--- config.mk ---
export PLATFORM = sky130hd
export DESIGN_NAME = uart_sys_ctrl
export DESIGN_NICKNAME = d
export VERILOG_FILES = /design/src/rtl/uart_sys_ctrl_pkg.sv /design/src/rtl/uart_sys_ctrl_tx_sender.sv /design/src/rtl/uart_sys_ctrl.sv
export SDC_FILE = /design/constraint.sdc
export NUM_CORES = 1
export LEC_CHECK = 0
export BUFFER_PORTS_ARGS = -buffer_cell sky130_fd_sc_hd__buf_2
export CAP_MARGIN = 20
export CORE_ASPECT_RATIO = 0.5
export CORE_MARGIN = 1.5
export CORE_UTILIZATION = 35
export DETAILED_ROUTE_END_ITERATION = 8
export PLACE_DENSITY_LB_ADDON = 0.2
export SYNTH_ARGS = -nofsm -noshare
export SYNTH_HDL_FRONTEND = slang
export SYNTH_HIERARCHICAL = 1
export SYNTH_SLANG_ARGS = --single-unit
--- constraint.sdc ---
create_clock -name CLK -period 3.75 [get_ports CLK]
set_input_delay 0.9375 -clock CLK [delete_from_list [all_inputs] [get_ports CLK]]
set_output_delay 0.9375 -clock CLK [all_outputs]
set_load 0.02 [all_outputs]
--- src/rtl/uart_sys_ctrl_pkg.sv ---
// Shared definitions for the UART command sequencer: opcodes, operand
// register addresses, FSM state encoding and TX byte selection.
package uart_sys_ctrl_pkg;

    localparam logic [7:0] CMD_RF_WR   = 8'hAA;
    localparam logic [7:0] CMD_RF_RD   = 8'hBB;
    localparam logic [7:0] CMD_ALU_OP  = 8'hCC;
    localparam logic [7:0] CMD_ALU_NOP = 8'hDD;

    localparam logic [3:0] OPA_ADDR = 4'd0;
    localparam logic [3:0] OPB_ADDR = 4'd1;

    typedef enum logic [3:0] {
        ST_IDLE,
        ST_WR_ADDR,
        ST_WR_DATA,
        ST_RD_ADDR,
        ST_RD_WAIT,
        ST_ALU_A,
        ST_ALU_B,
        ST_ALU_FN,
        ST_ALU_WAIT,
        ST_SEND_RD,
        ST_SEND_LO,
        ST_SEND_HI
    } state_t;

    typedef enum logic [1:0] {
        SEL_RD,
        SEL_LO,
        SEL_HI
    } tx_sel_t;

    // States that are waiting on the next byte of a frame (subject to timeout)
    function automatic logic is_frame_state(state_t s);
        return (s == ST_WR_ADDR) || (s == ST_WR_DATA) || (s == ST_RD_ADDR) ||
               (s == ST_ALU_A)   || (s == ST_ALU_B)   || (s == ST_ALU_FN);
    endfunction

endpackage

--- src/rtl/uart_sys_ctrl_tx_sender.sv ---
// Response byte holder: keeps the last read byte and ALU result, and pushes
// one selected byte into the TX FIFO per acknowledged request. A request is
// acknowledged only in a cycle where the FIFO reports not-full.
module ctrl_tx_sender
    import uart_sys_ctrl_pkg::*;
#(
    parameter int DATA_WIDTH    = 8,
    parameter int ALU_OUT_WIDTH = 16
) (
    input  logic                     clk,
    input  logic                     rst_n,
    input  logic                     send_en,
    input  tx_sel_t                  sel,
    input  logic                     fifo_full,
    input  logic                     load_rd,
    input  logic [DATA_WIDTH-1:0]    rd_data,
    input  logic                     load_alu,
    input  logic [ALU_OUT_WIDTH-1:0] alu_data,
    output logic                     send_ack,
    output logic [DATA_WIDTH-1:0]    tx_data,
    output logic                     tx_vld
);

    logic [DATA_WIDTH-1:0]    rd_byte;
    logic [ALU_OUT_WIDTH-1:0] alu_res;
    logic [DATA_WIDTH-1:0]    sel_byte;

    assign send_ack = send_en && !fifo_full;

    // Pick the response byte for the current send state
    always_comb begin
        sel_byte = rd_byte;
        case (sel)
            SEL_LO:  sel_byte = alu_res[DATA_WIDTH-1:0];
            SEL_HI:  sel_byte = alu_res[2*DATA_WIDTH-1:DATA_WIDTH];
            default: sel_byte = rd_byte;
        endcase
    end

    // Capture response data and emit a one-cycle FIFO write per acknowledge
    always_ff @(posedge clk or negedge rst_n) begin
        if (!rst_n) begin
            rd_byte <= '0;
            alu_res <= '0;
            tx_data <= '0;
            tx_vld  <= 1'b0;
        end else begin
            if (load_rd)  rd_byte <= rd_data;
            if (load_alu) alu_res <= alu_data;
            tx_vld <= send_ack;
            if (send_ack) tx_data <= sel_byte;
        end
    end

endmodule

--- src/rtl/uart_sys_ctrl.sv ---
// Command sequencer behind the UART receiver. Parses command frames from
// received bytes, drives register-file writes/reads and ALU operations, and
// queues response bytes to the TX FIFO. Every output is registered.
// Optional build macro CTRL_TIMEOUT_EN: abort a stalled frame to IDLE after
// TIMEOUT_CYCLES cycles without a byte.
//
// state       | meaning
// ------------+-------------------------------------------------
// IDLE        | waiting for an opcode byte, others dropped
// WR_ADDR     | write frame, waiting for address byte
// WR_DATA     | write frame, waiting for data byte
// RD_ADDR     | read frame, waiting for address byte
// RD_WAIT     | read strobe issued, waiting for RF read data
// ALU_A       | ALU frame, waiting for operand A (stored at RF 0)
// ALU_B       | ALU frame, waiting for operand B (stored at RF 1)
// ALU_FN      | waiting for ALU function byte
// ALU_WAIT    | ALU enabled, waiting for result
// SEND_RD     | sending read byte to TX FIFO
// SEND_LO     | sending ALU result low byte
// SEND_HI     | sending ALU result high byte
module uart_sys_ctrl
    import uart_sys_ctrl_pkg::*;
#(
    parameter int DATA_WIDTH     = 8,
    parameter int ADDR_WIDTH     = 4,
    parameter int ALU_OUT_WIDTH  = 16,
    parameter int TIMEOUT_CYCLES = 2047
) (
    input  logic                     CLK,
    input  logic                     RST,
    input  logic [DATA_WIDTH-1:0]    RX_P_DATA,
    input  logic                     RX_D_VLD,
    input  logic [DATA_WIDTH-1:0]    RF_RdData,
    input  logic                     RF_RdData_VLD,
    input  logic [ALU_OUT_WIDTH-1:0] ALU_OUT,
    input  logic                     ALU_OUT_VLD,
    input  logic                     FIFO_FULL,
    output logic [ADDR_WIDTH-1:0]    RF_Address,
    output logic                     RF_WrEn,
    output logic                     RF_RdEn,
    output logic [DATA_WIDTH-1:0]    RF_WrData,
    output logic                     ALU_EN,
    output logic [3:0]               ALU_FUN,
    output logic                     CLK_GATE_EN,
    output logic [DATA_WIDTH-1:0]    TX_P_DATA,
    output logic                     TX_D_VLD
);

    state_t                  state, state_nxt;
    logic [ADDR_WIDTH-1:0]   addr_nxt;
    logic [DATA_WIDTH-1:0]   wdata_nxt;
    logic [3:0]              fun_nxt;
    logic                    wr_en_nxt, rd_en_nxt, alu_en_nxt, gate_nxt;
    logic                    load_rd, load_alu, send_en, send_ack, timeout;
    tx_sel_t                 sel;

`ifdef CTRL_TIMEOUT_EN
    localparam int TO_W = $clog2(TIMEOUT_CYCLES + 1);
    logic [TO_W-1:0] to_cnt;

    // Down-counter reloaded on state change and on every byte; zero means stalled
    always_ff @(posedge CLK or negedge RST) begin
        if (!RST)                               to_cnt <= TO_W'(TIMEOUT_CYCLES);
        else if (state_nxt != state || RX_D_VLD) to_cnt <= TO_W'(TIMEOUT_CYCLES);
        else if (to_cnt != '0)                  to_cnt <= to_cnt - TO_W'(1);
    end

    assign timeout = is_frame_state(state) && (to_cnt == '0) && !RX_D_VLD;
`else
    assign timeout = 1'b0;
`endif

    // Next-state and next-output decode
    always_comb begin
        state_nxt  = state;
        addr_nxt   = RF_Address;
        wdata_nxt  = RF_WrData;
        fun_nxt    = ALU_FUN;
        wr_en_nxt  = 1'b0;
        rd_en_nxt  = 1'b0;
        alu_en_nxt = 1'b0;
        load_rd    = 1'b0;
        load_alu   = 1'b0;
        send_en    = 1'b0;
        sel        = SEL_RD;
        case (state)
            ST_IDLE: if (RX_D_VLD) begin
                case (RX_P_DATA)
                    CMD_RF_WR:   state_nxt = ST_WR_ADDR;
                    CMD_RF_RD:   state_nxt = ST_RD_ADDR;
                    CMD_ALU_OP:  state_nxt = ST_ALU_A;
                    CMD_ALU_NOP: state_nxt = ST_ALU_FN;
                    default:     state_nxt = ST_IDLE;
                endcase
            end
            ST_WR_ADDR: if (RX_D_VLD) begin
                addr_nxt  = RX_P_DATA[ADDR_WIDTH-1:0];
                state_nxt = ST_WR_DATA;
            end
            ST_WR_DATA: if (RX_D_VLD) begin
                wr_en_nxt = 1'b1;
                wdata_nxt = RX_P_DATA;
                state_nxt = ST_IDLE;
            end
            ST_RD_ADDR: if (RX_D_VLD) begin
                rd_en_nxt = 1'b1;
                addr_nxt  = RX_P_DATA[ADDR_WIDTH-1:0];
                state_nxt = ST_RD_WAIT;
            end
            ST_RD_WAIT: if (RF_RdData_VLD) begin
                load_rd   = 1'b1;
                state_nxt = ST_SEND_RD;
            end
            ST_ALU_A: if (RX_D_VLD) begin
                wr_en_nxt = 1'b1;
                addr_nxt  = ADDR_WIDTH'(OPA_ADDR);
                wdata_nxt = RX_P_DATA;
                state_nxt = ST_ALU_B;
            end
            ST_ALU_B: if (RX_D_VLD) begin
                wr_en_nxt = 1'b1;
                addr_nxt  = ADDR_WIDTH'(OPB_ADDR);
                wdata_nxt = RX_P_DATA;
                state_nxt = ST_ALU_FN;
            end
            ST_ALU_FN: if (RX_D_VLD) begin
                alu_en_nxt = 1'b1;
                fun_nxt    = RX_P_DATA[3:0];
                state_nxt  = ST_ALU_WAIT;
            end
            ST_ALU_WAIT: begin
                if (ALU_OUT_VLD) begin
                    load_alu  = 1'b1;
                    state_nxt = ST_SEND_LO;
                end else begin
                    alu_en_nxt = 1'b1;
                end
            end
            ST_SEND_RD: begin
                send_en = 1'b1;
                sel     = SEL_RD;
                if (send_ack) state_nxt = ST_IDLE;
            end
            ST_SEND_LO: begin
                send_en = 1'b1;
                sel     = SEL_LO;
                if (send_ack) state_nxt = ST_SEND_HI;
            end
            ST_SEND_HI: begin
                send_en = 1'b1;
                sel     = SEL_HI;
                if (send_ack) state_nxt = ST_IDLE;
            end
            default: state_nxt = ST_IDLE;
        endcase
        if (timeout) state_nxt = ST_IDLE;
        gate_nxt = (state_nxt == ST_ALU_FN) || (state_nxt == ST_ALU_WAIT);
    end

    // State and registered control outputs
    always_ff @(posedge CLK or negedge RST) begin
        if (!RST) begin
            state       <= ST_IDLE;
            RF_Address  <= '0;
            RF_WrData   <= '0;
            RF_WrEn     <= 1'b0;
            RF_RdEn     <= 1'b0;
            ALU_EN      <= 1'b0;
            ALU_FUN     <= '0;
            CLK_GATE_EN <= 1'b0;
        end else begin
            state       <= state_nxt;
            RF_Address  <= addr_nxt;
            RF_WrData   <= wdata_nxt;
            RF_WrEn     <= wr_en_nxt;
            RF_RdEn     <= rd_en_nxt;
            ALU_EN      <= alu_en_nxt;
            ALU_FUN     <= fun_nxt;
            CLK_GATE_EN <= gate_nxt;
        end
    end

    ctrl_tx_sender #(
        .DATA_WIDTH   (DATA_WIDTH),
        .ALU_OUT_WIDTH(ALU_OUT_WIDTH)
    ) u_tx_sender (
        .clk      (CLK),
        .rst_n    (RST),
        .send_en  (send_en),
        .sel      (sel),
        .fifo_full(FIFO_FULL),
        .load_rd  (load_rd),
        .rd_data  (RF_RdData),
        .load_alu (load_alu),
        .alu_data (ALU_OUT),
        .send_ack (send_ack),
        .tx_data  (TX_P_DATA),
        .tx_vld   (TX_D_VLD)
    );

endmodule

### Yosys cells after proc, flatten, opt, wreduce, memory -nomap -nowiden

Index checks and enable logic that the tools add are counted.

| word-level totals | value |
|---|---|
| bits in registers | 57 |
| input bits | 38 |
| output and inout bits | 29 |

| cells by class | value |
|---|---|
| equality and inequality tests | 22 |
| multiplexer cells | 29 |
| reductions and logical operators | 12 |

Operators by type and width:

| kind | number |
|---|---|
| 2-to-1 mux 4 bit | 14 |
| one-hot mux 4 bit (11 select lines) | 1 |
| equality test 8 bit, second input constant | 4 |
| equality test 4 x 3 -> 1 bit, second input constant | 5 |
| equality test 4 bit, second input constant | 5 |
| one-hot mux 8 bit (2 select lines) | 1 |
| one-hot mux 3 bit (4 select lines) | 1 |
| one-hot mux 4 bit (3 select lines) | 1 |
| 2-to-1 mux 1 bit | 9 |
| equality test 4 x 2 -> 1 bit, second input constant | 2 |
| OR reduction 3 bit | 2 |
| equality test 4 x 1 -> 1 bit, second input constant | 1 |
| logical NOT 4 bit | 1 |
| inequality test 2 bit, second input constant | 2 |
| one-hot mux 2 bit (2 select lines) | 1 |
| AND reduction 2 bit | 2 |
| AND reduction 4 bit | 1 |
| OR reduction 2 bit | 2 |
| nonzero test 3 bit | 1 |
| equality test 2 x 1 -> 1 bit, second input constant | 1 |
| equality test 2 bit, second input constant | 1 |
| inequality test 2 x 1 -> 1 bit, second input constant | 1 |
| one-hot mux 1 bit (2 select lines) | 1 |
| logical AND 1 bit | 1 |
| 2 further kinds | 2 |

### Logic depth before layout (Yosys ltp)

| depth | value |
|---|---|
| word-level depth | 8 |
| mapped depth | 11 |

### Modules after synthesis

Netlist, hierarchy kept.

Modules (own cells, without submodules):

| module | instances | cells each | area each (sq um) | seq. area each (sq um) |
|---|---|---|---|---|
| ctrl_tx_sender | 1 | 103 | 1480.2 | 825.8 |
| uart_sys_ctrl | 1 | 119 | 1266.2 | 600.6 |

### Least setup slack after synthesis

OpenSTA, ideal clock, no wires.

| timing path | value |
|---|---|
| path type | input -> register |
| from | in FIFO_FULL |
| to | reg CLK_GATE_EN |
| arrival time | 2008 ps |
| setup slack | 1620 ps |
| stages | 7 |
| cells stage by stage | nand2b_4 -> buf_6 -> buf_8 -> inv_1 -> o32ai_1 -> or3_4 -> mux2i_1 |

| on the way | value |
|---|---|
| word-level cells in the longest chain between the ends | 6 |

Ends and longest elaborated chain:

| element | RTL line | RTL |
|---|---|---|
| from (decl) | uart_sys_ctrl.sv:37 | `input logic FIFO_FULL,` |
| logical NOT 1 bit (*) | uart_sys_ctrl_tx_sender.sv:28 | `assign send_ack = send_en && !fifo_full;` |
| logical AND 1 bit (*) | uart_sys_ctrl_tx_sender.sv:28 |  |
| via send_ack | uart_sys_ctrl.sv:54 | `logic load_rd, load_alu, send_en, send_ack, timeout;` |
| 2-to-1 mux 4 bit, on equally long branches | uart_sys_ctrl.sv:142, uart_sys_ctrl.sv:152, uart_sys_ctrl.sv:147 |  |
| one-hot mux 4 bit (11 select lines) (*) | uart_sys_ctrl.sv:86 | `case (state)` |
| via state_nxt[1] | uart_sys_ctrl.sv:49 | `state_t state, state_nxt;` |
| equality test 4 x 3 -> 1 bit / equality test 4 bit (equally long branches) | uart_sys_ctrl.sv:157 | `gate_nxt = (state_nxt == ST_ALU_FN) \|\| (state_nxt == ST_ALU_WAIT);` |
| logical OR 1 bit (*) | uart_sys_ctrl.sv:157 |  |
| via gate_nxt | uart_sys_ctrl.sv:53 | `logic wr_en_nxt, rd_en_nxt, alu_en_nxt, gate_nxt;` |
| to (signal assigned) | uart_sys_ctrl.sv:179 | `CLK_GATE_EN <= gate_nxt;` |
| to (decl) | uart_sys_ctrl.sv:44 | `output logic CLK_GATE_EN,` |

The timed path passes the listed nets; every way through them passes the cells marked *.
A chain may end at the register's enable or synchronous reset.

### Worst setup path in the final report

| timing path | value |
|---|---|
| from | reg state[0] |
| to | reg CLK_GATE_EN |

| on the way | value |
|---|---|
| word-level cells in the longest chain between the ends | 8 |

Ends and longest elaborated chain:

| element | RTL line | RTL |
|---|---|---|
| from (decl) | uart_sys_ctrl.sv:49 |  |
| from (signal assigned) | uart_sys_ctrl.sv:172 | `state <= state_nxt;` |
| equality test 4 bit | uart_sys_ctrl.sv:86 |  |
| OR reduction 3 bit (no source line) (*) | n/a |  |
| 2-to-1 mux 1 bit (*) | uart_sys_ctrl.sv:86 |  |
| via send_en | uart_sys_ctrl.sv:54 |  |
| logical AND 1 bit (*) | uart_sys_ctrl_tx_sender.sv:28 |  |
| via send_ack | uart_sys_ctrl.sv:54 |  |
| 2-to-1 mux 4 bit, on equally long branches | uart_sys_ctrl.sv:142, uart_sys_ctrl.sv:152, uart_sys_ctrl.sv:147 |  |
| one-hot mux 4 bit (11 select lines) (*) | uart_sys_ctrl.sv:86 |  |
| via state_nxt[3] | uart_sys_ctrl.sv:49 |  |
| equality test 4 x 3 -> 1 bit / equality test 4 bit (equally long branches) | uart_sys_ctrl.sv:157 |  |
| logical OR 1 bit (*) | uart_sys_ctrl.sv:157 |  |
| via gate_nxt | uart_sys_ctrl.sv:53 |  |

Marked as above.

==> run metrics <==
status=completed; Setup TNS Final=0 ns; DIE WIDTH=128.3 µm; area grow syn2layout=22.23%; IO buf count=66; maximum vdd drop=272.7 µV; Static Leak=between 1.5 and 2 nW; Final Setup Violations=0; Clock Latency Late Sink=roughly 0.32 ns; maxcap violations=0; YS warnings=6; antenna cells=0; CTS sink count=between 50 and 60; Final Critical Period=approximately 2.3 ns; Die ar.=0.008419 mm²; Final Non-Filler Cells=~400; skew final=a little under 0.006 ns; Vias=between 1,500 and 2,000; DP HPWL=4233 µm; gpl congestion=between 0.8 and 0.9; # DRC=0; Worst EP arrival=2.47 ns; Nets=approximately 330; RSZ-0062 raised after global routing=no; top post-synthesis cells by area=dfrtp_1 52%, mux2_2 15%, a221oi_2 3.8%; Iter 0 DRT Violations=~150; number of global-route vias before repair=1,967; Worst EP required=3.96 ns; htree depth=3; dpl ws=around 1.5 ns; postcts setup bufs=0; register area share after synthesis=around 52%; synthesized flop and latch total=57; Antenna Nets Post-Route=0; largest net degree at the start of global routing=35; Initial Utilization=36.82%; vias per cell=between 4 and 5; global route total overflow=0; Synth area leader=dfrtp_1; Critical Path Slowest Stage Cell=dfrtp_1; Post-synth EDFFs=0; initial antenna violation count=0; HP Class=flip-flop to flip-flop; average routed wire per standard cell=approximately 15 µm; Final Max Slew Viols=0; crit path kind=flip-flop to flip-flop; fin crit share=a little over 60%; Max FO, Critical Path=18; clock buffer depth=2; top cell type's share of synthesized area=between 50% and 60%; buffers plus inverters on the worst setup path=1; core area=roughly 0.0075 mm²; worst setup margin=between 1 and 1.5 ns; Final Hold Vio Count=0; PwrDens=714.0 mW/mm²; crit path cell chain=nor2_1 -> nor2_1 -> nand2b_4 -> inv_1 -> a21oi_1 -> or3b_1 -> nand2b_1 -> mux2i_1; DR pass1 iterations=4; height of the chip=65.64 µm; fillers=720; max frequency=roughly 440 MHz; ys async rst share=100.0%; hold slack=0.4680 ns; Most common cell on crit path=nor2_1; WL final=5863 µm; hold buffers post-CTS=0; largest stage delay on the critical path=between 0.6 and 0.7 ns; first-pass GRT wire length=slightly below 10,000 µm; Post-Syn Area per Cell=roughly 12 µm²; clk slew on worst S/H paths=about 0.050 ns; Mapped Area=around 0.0027 mm²; syn nets=262; GRT Total Usage=between 10% and 20%; post_cts resized=0; root buffer cell=clkbuf_16; placed cells=~380; Post-Synthesis Cells=~220; crit end category=flip-flop; Least-Margin Pin Slew=roughly 0.76 ns; main flop type after synthesis=dfrtp_1; Boundary Pins=67; max_slew headroom=just under 50%; CP delay by family, top=simple AND/OR/NAND/NOR gates; row cnt=22; TritonCTS clock tree=built; Num CTS Buffers=9; Worst setup SP type=flip-flop; share of cells above drive strength 1=roughly 44%; Yosys cell types=43
## area by class of cell
type / instances / area (µm²) / area share (%)
inverter: 5 / 18.77 / 0.5591
clock buffer: 15 / 257.7 / 7.678
sequential: 57 / 1426 / 42.49
multi-input combinational: 145 / 1174 / 34.96
tap: 108 / 135.1 / 4.025
timing repair buffer: 68 / 345.3 / 10.29
## final timing paths
kind | from | to | slack [ns] | cells past startpoint
worst max-delay path | state[0]$_DFF_PN0_ | CLK_GATE_EN$_DFF_PN0_ | 1.49 | 8
worst min register to register | u_tx_sender/tx_data[5]$_DFFE_PN0P_ | u_tx_sender/tx_data[5]$_DFFE_PN0P_ | 0.47 | 2
max in group asynchronous | RST | u_tx_sender/rd_byte[2]$_DFFE_PN0P_ | 2.26 | 2
worst min-delay path | u_tx_sender/tx_data[5]$_DFFE_PN0P_ | u_tx_sender/tx_data[5]$_DFFE_PN0P_ | 0.47 | 2
worst max register to register | state[0]$_DFF_PN0_ | CLK_GATE_EN$_DFF_PN0_ | 1.49 | 8
min in group asynchronous | RST | RF_Address[1]$_DFFE_PN0P_ | 0.69 | 1
## Yosys cell counts, drive strengths merged, types with 2 or more instances
master / instances
xnor2: 2
nand4: 3
a21oi: 6
dfrtp: 57
nor2: 10
or3: 2
inv: 5
nand2b: 6
mux2: 38
o31ai: 8
buf: 14
a2bb2oi: 2
nand2: 18
a221oi: 8
a32oi: 2
nor2b: 13
o21ai: 7
nor4bb: 3
ha: 2
## power breakdown
part | switching (mW) | total [mW] | internal (mW)
Sequential | 0.149 | 0.968 | 0.818
Clock | 0.245 | 0.705 | 0.460
Combinational | 0.385 | 0.724 | 0.339
## per-stage QoR
| step | instance area (µm²) | util [%] | total power, mW |
|---|---|---|---|
| finish | 3357 | 45.00 | 2.397 |
| global route | 3357 | 45.00 | 2.562 |
| CTS | 3357 | 45.00 | 2.433 |
| detailed placement | 3099 | 41.55 | 1.709 |
| global placement | 3099 | 41.55 | 1.688 |
| floorplan | 2746 | - | 1.520 |
## flip-flops by register name, indices dropped and copies added, names as in the netlist
name and count:
u_tx_sender/alu_res 16, RF_WrData 8, u_tx_sender/rd_byte 8, u_tx_sender/tx_data 8, ALU_FUN 4, RF_Address 4, state 4, ALU_EN 1
CLK_GATE_EN 1, RF_RdEn 1, RF_WrEn 1, u_tx_sender/tx_vld 1
## metal layers
layer  global-route usage, %  part of all wire, %  vias up
met1                   19.25                   44      959
met5                       0                    0        -
met4                   7.163                  1.5        0
met2                   24.33                   47       54
met3                   7.329                  7.1        7
li1                        -                    -      936
## logic make-up after synthesis
logic type               synth area share, %
AO/OA/AOI/OAI                          11.62
XOR/XNOR                              0.6379
adder cells (fa/ha/maj)               0.9110
buffers and inverters                  5.330
flip-flops                             51.94
multiplexers                           15.95
AND/OR/NAND/NOR                        13.62
## worst register-to-register path, cell delays in order (launching register included)
cell,delay (ns)
dfrtp_1,0.68
nor2_1,0.23
nor2_1,0.22
nand2b_4,0.16
inv_1,0.18
a21oi_1,0.08
or3b_1,0.42
nand2b_1,0.11
mux2i_1,0.07
## cell usage in the layout (no fill, tap or decap), types with 2 or more instances in the layout
cell	instances
buf_4	2
dfrtp_1	57
o21ai_0	7
clkbuf_16	9
ha_1	2
a221oi_2	7
nor4bb_1	3
o31ai_1	7
clkbuf_1	5
a2bb2oi_1	2
mux2_2	37
xnor2_1	2
a21oi_1	6
nand4_1	3
nand2b_1	5
nor2b_1	13
buf_2	66
a32oi_1	2
inv_1	5
nor2_1	9
nand2_1	18
Power figures use the tool's default switching activity.
